$ cat config.mk
export PLATFORM = sky130hd
export DESIGN_NAME = xge_pkt_rx_drain
export DESIGN_NICKNAME = d
export VERILOG_FILES = /design/src/rtl/xge_pkt_rx_drain.sv
export SDC_FILE = /design/constraint.sdc
export NUM_CORES = 1
export LEC_CHECK = 0
export ABC_AREA = 0
export ABC_CLOCK_PERIOD_IN_PS = 7300
export BUFFER_PORTS_ARGS = -buffer_cell sky130_fd_sc_hd__buf_4
export CELL_PAD_IN_SITES_DETAIL_PLACEMENT = 0
export CELL_PAD_IN_SITES_GLOBAL_PLACEMENT = 1
export CORE_MARGIN = 2
export CORE_UTILIZATION = 40
export DETAILED_ROUTE_END_ITERATION = 10
export PLACE_DENSITY_LB_ADDON = 0.05
export SYNTH_ARGS = -nofsm -noshare
export SYNTH_HDL_FRONTEND = slang
export SYNTH_SLANG_ARGS = --single-unit
$ cat constraint.sdc
create_clock -name clk_156m25 -period 7.3 [get_ports clk_156m25]
set_input_delay 0.365 -clock clk_156m25 [delete_from_list [all_inputs] [get_ports clk_156m25]]
set_output_delay 0.365 -clock clk_156m25 [all_outputs]
set_load 0.05 [all_outputs]
$ cat src/rtl/xge_pkt_rx_drain.sv
// Drains frames from the xge_mac pkt_rx_* interface, checks SOP/EOP framing and keeps frame statistics.
// Optional payload sequence checking is built when XGE_RX_SEQ_CHECK_EN is defined.
module xge_pkt_rx_drain #(
  parameter int CNT_W   = 32,
  parameter int LEN_W   = 16,
  parameter int MAX_LEN = 1518
) (
  input  logic             clk_156m25,
  input  logic             reset_156m25_n,
  input  logic             pkt_rx_avail,
  output logic             pkt_rx_ren,
  input  logic             pkt_rx_val,
  input  logic             pkt_rx_sop,
  input  logic             pkt_rx_eop,
  input  logic [2:0]       pkt_rx_mod,
  input  logic             pkt_rx_err,
  input  logic [63:0]      pkt_rx_data,
  input  logic             clr_stats,
  output logic             busy,
  output logic             len_vld,
  output logic [LEN_W-1:0] last_len,
  output logic [CNT_W-1:0] pkt_cnt,
  output logic [CNT_W-1:0] byte_cnt,
  output logic [CNT_W-1:0] err_cnt,
  output logic [CNT_W-1:0] frm_err_cnt,
  output logic [CNT_W-1:0] ovs_cnt,
  output logic [CNT_W-1:0] seq_err_cnt
);

  typedef enum logic [1:0] {IDLE, READ, FLUSH} state_t;

  localparam logic [LEN_W-1:0] MAX_LEN_L = LEN_W'(MAX_LEN);

  state_t           state, state_nxt;
  logic             frm_open;
  logic [LEN_W-1:0] len_acc;

  logic [3:0]       beat_bytes;
  logic [LEN_W:0]   len_sum;
  logic [LEN_W-1:0] len_new;
  logic             accept;
  logic             frm_viol;
  logic             closing;

  // NOTE: asynchronous active-low reset; every register below lists it in the sensitivity list.
  always_ff @(posedge clk_156m25 or negedge reset_156m25_n) begin
    if (!reset_156m25_n) state <= IDLE;
    else                 state <= state_nxt;
  end

  // NOTE: every always_comb output gets a default first so no path can infer a latch.
  always_comb begin
    state_nxt = state;
    unique case (state)
      IDLE:    if (pkt_rx_avail) state_nxt = READ;
      READ:    if (pkt_rx_val && pkt_rx_eop) state_nxt = FLUSH;
      FLUSH:   state_nxt = IDLE;
      default: state_nxt = IDLE;
    endcase
  end

  assign pkt_rx_ren = (state == READ);
  assign busy       = (state != IDLE);

  // Beat decode; FLUSH is one cycle long, so it can absorb at most one in-flight beat.
  always_comb begin
    beat_bytes = (pkt_rx_eop && pkt_rx_mod != 3'd0) ? {1'b0, pkt_rx_mod} : 4'd8;
    accept     = pkt_rx_val && (state != IDLE);
    len_sum    = (pkt_rx_sop ? '0 : {1'b0, len_acc}) + (LEN_W+1)'(beat_bytes);
    len_new    = len_sum[LEN_W] ? '1 : len_sum[LEN_W-1:0];
    closing    = accept && pkt_rx_eop && (pkt_rx_sop || frm_open);
    frm_viol   = (pkt_rx_val && state == IDLE)
              || (accept &&  pkt_rx_sop &&  frm_open)
              || (accept && !pkt_rx_sop && !frm_open);
  end

  // NOTE: sequential state uses non-blocking assignments only, so every register sees pre-edge values.
  always_ff @(posedge clk_156m25 or negedge reset_156m25_n) begin
    if (!reset_156m25_n) begin
      frm_open <= 1'b0;
      len_acc  <= '0;
      last_len <= '0;
      len_vld  <= 1'b0;
    end else begin
      len_vld <= closing;
      if (accept && (pkt_rx_sop || frm_open)) begin
        frm_open <= !pkt_rx_eop;
        len_acc  <= len_new;
      end
      if (closing) last_len <= len_new;
    end
  end

  // Statistics: clr_stats wins over any same-cycle increment.
  always_ff @(posedge clk_156m25 or negedge reset_156m25_n) begin
    if (!reset_156m25_n) begin
      pkt_cnt     <= '0;
      byte_cnt    <= '0;
      err_cnt     <= '0;
      frm_err_cnt <= '0;
      ovs_cnt     <= '0;
    end else if (clr_stats) begin
      pkt_cnt     <= '0;
      byte_cnt    <= '0;
      err_cnt     <= '0;
      frm_err_cnt <= '0;
      ovs_cnt     <= '0;
    end else begin
      if (closing) begin
        pkt_cnt  <= pkt_cnt + CNT_W'(1);
        byte_cnt <= byte_cnt + CNT_W'(len_new);
        err_cnt  <= err_cnt + CNT_W'(pkt_rx_err);
        if (len_new > MAX_LEN_L) ovs_cnt <= ovs_cnt + CNT_W'(1);
      end
      if (frm_viol) frm_err_cnt <= frm_err_cnt + CNT_W'(1);
    end
  end

`ifdef XGE_RX_SEQ_CHECK_EN
  logic [63:0] seq_exp;
  logic [63:0] seq_mask;
  logic        seq_miss;

  // Only the valid bytes of an EOP beat take part in the comparison, LSB-first.
  always_comb begin
    seq_mask = '0;
    for (int b = 0; b < 8; b++) seq_mask[8*b +: 8] = {8{4'(b) < beat_bytes}};
    seq_miss = accept && !pkt_rx_sop && frm_open
            && (((pkt_rx_data ^ seq_exp) & seq_mask) != 64'd0);
  end

  // Expectation always follows the received data, which also re-seeds it after a mismatch.
  always_ff @(posedge clk_156m25 or negedge reset_156m25_n) begin
    if (!reset_156m25_n) begin
      seq_exp     <= '0;
      seq_err_cnt <= '0;
    end else begin
      if (accept && (pkt_rx_sop || frm_open)) seq_exp <= pkt_rx_data + 64'd1;
      if (clr_stats)     seq_err_cnt <= '0;
      else if (seq_miss) seq_err_cnt <= seq_err_cnt + CNT_W'(1);
    end
  end
`else
  logic data_unused;
  assign data_unused = ^pkt_rx_data;
  assign seq_err_cnt = '0;
`endif

endmodule

After elaboration in Yosys (flattened, before gate mapping)
Cells that the tools add are included.
Cells by class
  $add $sub $neg: 6
  div/mod/pow operators: 0
  order comparisons: 1
  bitwise gates (word level): 0
  equality and inequality tests: 3
  shift operators: 0
  muxes and demuxes: 17
  reduce and logical (&&, ||, !) cells: 25
  multipliers: 0
Operator list (count)
  $mux 32: 11
  $add 32x1->32 const B: 3
  $add 32x1->32: 1
  $add 32x16->32: 1
  $mux 16: 2
  $add 16x4->17: 1
  $gt 16x11->1 const B: 1
  $logic_and 1x1->1: 11
  $reduce_bool 2->1: 4
  $mux 2: 2
  $mux 4: 1
  $pmux 2 s2: 1
  $reduce_and 2->1: 2
  $logic_not 1->1: 3
  $logic_or 1x1->1: 3
  $reduce_bool 3->1: 1
  $eq 2x1->1 const B: 1
  $logic_not 2->1: 1
  $ne 2x1->1 const B: 1
  $ne 2x2->1 const B: 1
Storage, ports and cells
  word-level logic and storage cells: 62
  memories: 0
  ROM bits: 0
  bits of input ports: 75
  bits in writable memories: 0
  latch bits: 0
  bits in registers: 196
  output and inout bits: 211

Logic depth before layout (Yosys ltp)
  depth in word-level cells: 9
  depth in mapped cells: 23
  mapped depth without buffers: 19

Worst setup path after synthesis
OpenSTA, ideal clock, no wires.
  path type: in2reg
  start point: input port pkt_rx_sop
  end point: register byte_cnt[25]
  setup time: 0.132 ns
  arrival: 5.076 ns
  setup slack: 2.092 ns
  data required time: 7.168 ns
  path buffers: 6
  stages on the path: 23
  cells stage by stage: clkbuf_1 clkbuf_1 buf_1 nor2b_1 ha_1 fa_1 a211o_1 and2_1 buf_2 and3_1 clkbuf_1 nor2_1 inv_1 ha_1 clkbuf_1 nand3_1 nor4_1 nor3_1 o311a_1 nor2_1 and4_1 xnor2_1 nor2_1
Between the ends
  cells in the longest elaborated chain, start to end: 6
  elaborated cells on any way between the ends: 9
  those cells by class: add/sub: 2; mux: 4; reduce/logical: 3
Ends and longest elaborated chain
  start: declaration: RTL line 13  | input logic pkt_rx_sop,
  $mux 16: RTL line 69  | len_sum = (pkt_rx_sop ? '0 : {1'b0, len_acc}) + (LEN_W+1)'(beat_bytes);
  $add 16x4->17: RTL line 69
  $mux 16: RTL line 70  | len_new = len_sum[LEN_W] ? '1 : len_sum[LEN_W-1:0];
  via len_new[6]: RTL line 40  | logic [LEN_W-1:0] len_new;
  $add 32x16->32: RTL line 111  | byte_cnt <= byte_cnt + CNT_W'(len_new);
  $mux 32: RTL line 109  | if (closing) begin
  $mux 32: RTL line 102  | end else if (clr_stats) begin
  end signal: assignment: RTL line 111
  end: declaration: RTL line 23  | output logic [CNT_W-1:0] byte_cnt,
The timed path passes the listed nets, and every way through them passes these cells. The select of a mux whose other input is x is not followed.
A chain may end at the register's enable or synchronous reset.

Final worst setup path
  start point: register len_acc[0]
  end point: register byte_cnt[24]
Between the ends
  cells in the longest elaborated chain, start to end: 6
Ends and longest elaborated chain
  start: declaration: RTL line 36  | logic [LEN_W-1:0] len_acc;
  start signal: assignment: RTL line 88  | len_acc <= len_new;
  $mux 16: RTL line 69
  $add 16x4->17: RTL line 69
  $mux 16: RTL line 70
  via len_new[0]: RTL line 40
  $add 32x16->32: RTL line 111
  $mux 32: RTL line 109
  $mux 32: RTL line 102
The timed path passes the listed nets, and every way through them passes these cells. The select of a mux whose other input is x is not followed.

==> impl_table.tex <==
\begin{tabular}{lr}
\hline
Metric & Value \\
\hline
\multicolumn{2}{l}{\textbf{Hold path}} \\
\quad Hold Path Stages & 2 \\
\quad Class of the worst hold path & input port to flop \\
\multicolumn{2}{l}{\textbf{Clocking}} \\
\quad Clock transition at path regs & 0.08 ns \\
\quad Number of cells upsized or downsized after cts & 0 \\
\quad H-Tree Depth & 4 \\
\quad Insertion delay to the later sink of the worst-skew pair & 0.44 ns \\
\quad Number of buffers inserted to repair setup after CTS & 0 \\
\quad Clock tree from TritonCTS & done \\
\quad Number of sinks handled by clock tree synthesis & 196 \\
\quad Longest Clk Path Bufs & 2 \\
\quad Total CTS buffers & 17 \\
\quad Root cell of the clock tree & clkbuf\_16 \\
\multicolumn{2}{l}{\textbf{Routing}} \\
\quad Total DRC errors in the routed layout & 0 \\
\quad Initial drt markers & 455 \\
\quad Detailed Route WL & 27300 um \\
\quad Total iterations of the first detailed-routing run & 5 \\
\quad Routed Antenna Nets & 0 \\
\quad Detailed-route vias per instance & 5.12 \\
\quad Final routed wire length divided by cell count & 15.9 um \\
\quad Via Count & 8802 \\
\multicolumn{2}{l}{\textbf{Synth}} \\
\quad Share of flip-flops with an asynchronous set or reset after synthesis & 100\% \\
\quad Top area cells in the synthesized netlist & dfrtp\_1 45\%, xor2\_1 5.6\%, nor2\_1 5.0\%, nand2\_1 4.6\%, xnor2\_1 3.7\% \\
\quad Most used standard cell by instance count after synthesis & dfrtp\_1 \\
\quad Yosys reg bits & 196 \\
\quad Number of flops mapped to enable cells by yosys & 0 \\
\quad Synth top area share & 45.3\% \\
\quad Library cell with the largest summed area after synthesis & dfrtp\_1 \\
\quad Yosys warning total & 0 \\
\quad Synthesized area per cell & 8.99 um\^{}2 \\
\quad Part of the Yosys area used for sequential elements & 45.3\% \\
\quad Synth unique cells & 64 \\
\quad Main synth FF type & dfrtp\_1 \\
\quad Top post-synthesis cells by count & 196 x dfrtp\_1, 145 x nor2\_1, 134 x nand2\_1 \\
\quad Synth Instances & 1205 \\
\quad Syn Std Cell Area & 0.0108 mm\^{}2 \\
\multicolumn{2}{l}{\textbf{Placed design}} \\
\quad Placed inst area & 0.0124 mm\^{}2 \\
\quad Dpl cells & 1687 \\
\quad HPWL Detailed & 18600 um \\
\quad Number of buffers inserted by port buffering & 189 \\
\quad GPL Wtd Cong & 0.770 \\
\multicolumn{2}{l}{\textbf{Worst setup path}} \\
\quad CP Launch Type & flop \\
\quad Cell with the largest stage delay on the worst path & a2111oi\_0 \\
\quad Critical path endpoint category & flop \\
\quad CP arrival & 5.26 ns \\
\quad FF-to-FF End & byte\_cnt[24]\$\_DFFE\_PN0P\_ \\
\quad Critical path required time & 7.59 ns \\
\quad Cell-by-cell listing of the critical path & nor2b\_1 > ha\_1 > fa\_1 > a211o\_1 > and2\_1 > and3\_1 > nor2\_1 > inv\_1 > ha\_1 > fa\_1 > nand3\_1 > nand2\_1 > a2111oi\_0 > o31ai\_1 > a31o\_2 > nand4\_1 > xor2\_1 > nor2\_1 \\
\quad CP Class & flop to flop \\
\quad Critical Path Sink & byte\_cnt[24]\$\_DFFE\_PN0P\_ \\
\quad Worst r2r src & len\_acc[0]\$\_DFFE\_PN0P\_ \\
\quad Path depth of the worst reg2reg path & 18 \\
\quad Internal reg-to-reg setup slack & 2.33 ns \\
\quad Maximum fanout along the worst path & 11 \\
\quad Worst stage delay on the critical path & 0.64 ns \\
\quad Worst setup startpoint & len\_acc[0]\$\_DFFE\_PN0P\_ \\
\multicolumn{2}{l}{\textbf{Power and ir drop}} \\
\quad Combinational share of power & 15.5\% \\
\quad Switching power total & 0.000812 W \\
\quad Cell Int Power & 0.00173 W \\
\quad IR drop worst, VDD & 164 uV \\
\quad Leakage power total & 6.13 nW \\
\quad Switching portion of total power & 32.0\% \\
\quad P per Cell Area & 195 mW/mm\^{}2 \\
\quad Fraction of power consumed by the clock network & 39.1\% \\
\quad Register share of total power & 45.4\% \\
\multicolumn{2}{l}{\textbf{Die}} \\
\quad Vert. Die Dim & 169 um \\
\quad Top Ports & 286 \\
\quad Core Region & 0.0268 mm\^{}2 \\
\quad DIE AREA & 0.0284 mm\^{}2 \\
\quad Number of placement rows & 60 \\
\quad Width of the chip & 169 um \\
\quad Effective utilization at floorplan & 40.4\% \\
\multicolumn{2}{l}{\textbf{Final layout}} \\
\quad Area Overhead vs Synth & 20.0\% \\
\quad Non-filler cells in the finished layout & 1720 \\
\quad Number of nets in the finished design & 1473 \\
\quad Ratio of cells with drive above 1 in the final layout & 17.5\% \\
\quad Final Core Density & 48.5\% \\
\quad Final design instance area without fill & 0.0130 mm\^{}2 \\
\quad Diode insertion count for antenna repair & 0 \\
\multicolumn{2}{l}{\textbf{Global route}} \\
\quad Wire length of the first global-routing pass & 45000 um \\
\quad Via count of the first global-routing pass & 8393 \\
\quad Initial antenna violation count & 0 \\
\quad Overall fraction of global-route tracks in use & 19.4\% \\
\quad Gr ovfl total & 0 \\
\quad Largest net degree at the start of global routing & 89 \\
\multicolumn{2}{l}{\textbf{Timing}} \\
\quad Post-route minimum period & 4.97 ns \\
\quad Worst clock skew & 0.0171 ns \\
\quad Achievable clock frequency & 201 MHz \\
\quad Final Setup Violations & 0 \\
\quad Setup repair after global routing missed its margin & no \\
\quad Count of final max-slew check failures & 0 \\
\quad Rel. slew slack & 32.0\% \\
\quad Final setup TNS & 0 ns \\
\quad Least-Margin Pin Slew & 1.02 ns \\
\quad Final clock period utilization by the worst path & 68.1\% \\
\quad Final hold viol count & 0 \\
\multicolumn{2}{l}{\textbf{Run}} \\
\quad Number of violations of the max-capacitance limit & 0 \\
\multicolumn{2}{l}{\textbf{Status}} \\
\quad Run status & complete, no violations \\
\hline
\end{tabular}
==> layer usage <==
metal	vias up	routed length (um)	global-route usage [%]
li1	4416	-	-
met1	4213	13500	27.7
met2	158	12500	30.6
met3	15	1190	4.00
met4	0	211	3.86
met5	-	0	0
==> metrics by stage <==
stage                     hold WS (ns)  power [W]  setup slack, ns
after global placement           0.393    0.00157             2.02
after detailed placement         0.396    0.00157             2.01
final                            0.185    0.00254             2.33
after global routing             0.177    0.00265             1.89
after floorplan                 0.0694    0.00146             2.09
after CTS                        0.180    0.00257             2.24
==> sequential cells by signal, indices dropped and copies added (netlist names) <==
| signal | cells |
|---|---|
| len_vld | 1 |
| frm_open | 1 |
| ovs_cnt | 32 |
| pkt_cnt | 32 |
| byte_cnt | 32 |
| len_acc | 16 |
| last_len | 16 |
| err_cnt | 32 |
| frm_err_cnt | 32 |
| state | 2 |
==> how the worst min path moves through the flow <==
| stage | end | slack (ns) | from |
|---|---|---|---|
| 6_report | frm_open$_DFFE_PN0P_ | 0.18 | pkt_rx_eop |
| 5_1_grt | frm_open$_DFFE_PN0P_ | 0.18 | pkt_rx_eop |
| 4_1_cts | frm_open$_DFFE_PN0P_ | 0.18 | pkt_rx_eop |
| 3_5_place_dp | ovs_cnt[20]$_DFFE_PN0P_ | 0.40 | reset_156m25_n |
| 3_3_place_gp | ovs_cnt[20]$_DFFE_PN0P_ | 0.39 | reset_156m25_n |
| 2_1_floorplan | byte_cnt[0]$_DFFE_PN0P_ | 0.07 | reset_156m25_n |
==> repair_timing <==
| item | CTS | global route |
|---|---|---|
| hold buffers | 1 | 0 |
| endpoints found under the setup margin | 0 | 0 |
| hold endpoints to repair | 61 | 0 |
==> critical path, delay by kind of cell, from the launching register on <==
family                     cells  cell delay, ns
adders and majority gates      4            1.27
AOI/OAI and AO/OA              4            1.55
DFF                            1            0.38
and+or+nand+nor                8            1.38
buffers and inverters          1            0.09
xor gates and xnor gates       1            0.16
==> final cells by class <==
class	count	area [um^2]
Clock buffer	18	429
Clock inverter	14	184
Fill cell	2643	13800
Inverter	43	161
Multi-Input combinational cell	913	5420
Sequential cell	196	4900
Tap cell	341	427
Timing Repair Buffer	195	1470
==> cells in the final DEF, fill, tap and decap left out, drive strengths merged, types with 3 or more instances in the layout <==
cell type,instances
a211oi,5
a21o,5
a21oi,79
a311oi,4
a31oi,3
and2,20
and3,34
and4,15
buf,193
clkbuf,19
clkinv,4
conb,32
dfrtp,196
ha,30
inv,52
mux2,5
nand2,134
nand3,56
nand4,29
nor2,145
nor2b,13
nor3,15
o21ai,67
o31ai,18
or2,3
or3,36
or4,14
xnor2,46
xor2,69
==> power by group through the flow <==
| stage | Combinational, W | Clock (W) | Sequential, W |
|---|---|---|---|
| final | 0.000392 | 0.000993 | 0.00115 |
| after global routing | 0.000432 | 0.00106 | 0.00116 |
| after CTS | 0.000398 | 0.00102 | 0.00115 |
| after detailed placement | 0.000397 | 0 | 0.00118 |
| after global placement | 0.000396 | 0 | 0.00117 |
| after floorplan | 0.000220 | 0 | 0.00124 |
==> logic make-up (layout without fill, tap and decap cells) <==
group           Yosys count  count (layout)  share of synthesized area [%]
xor+xnor                115             115                           9.30
simple gates            524             524                           23.7
flops                   196             196                           45.3
compound gates          204             204                           11.5
buf+inv                 127             270                           5.76
fa+ha+maj                32              32                           3.84
mux                       6               6                          0.647
other cells               1              32                         0.0346
(Power assumes the default switching activity.)
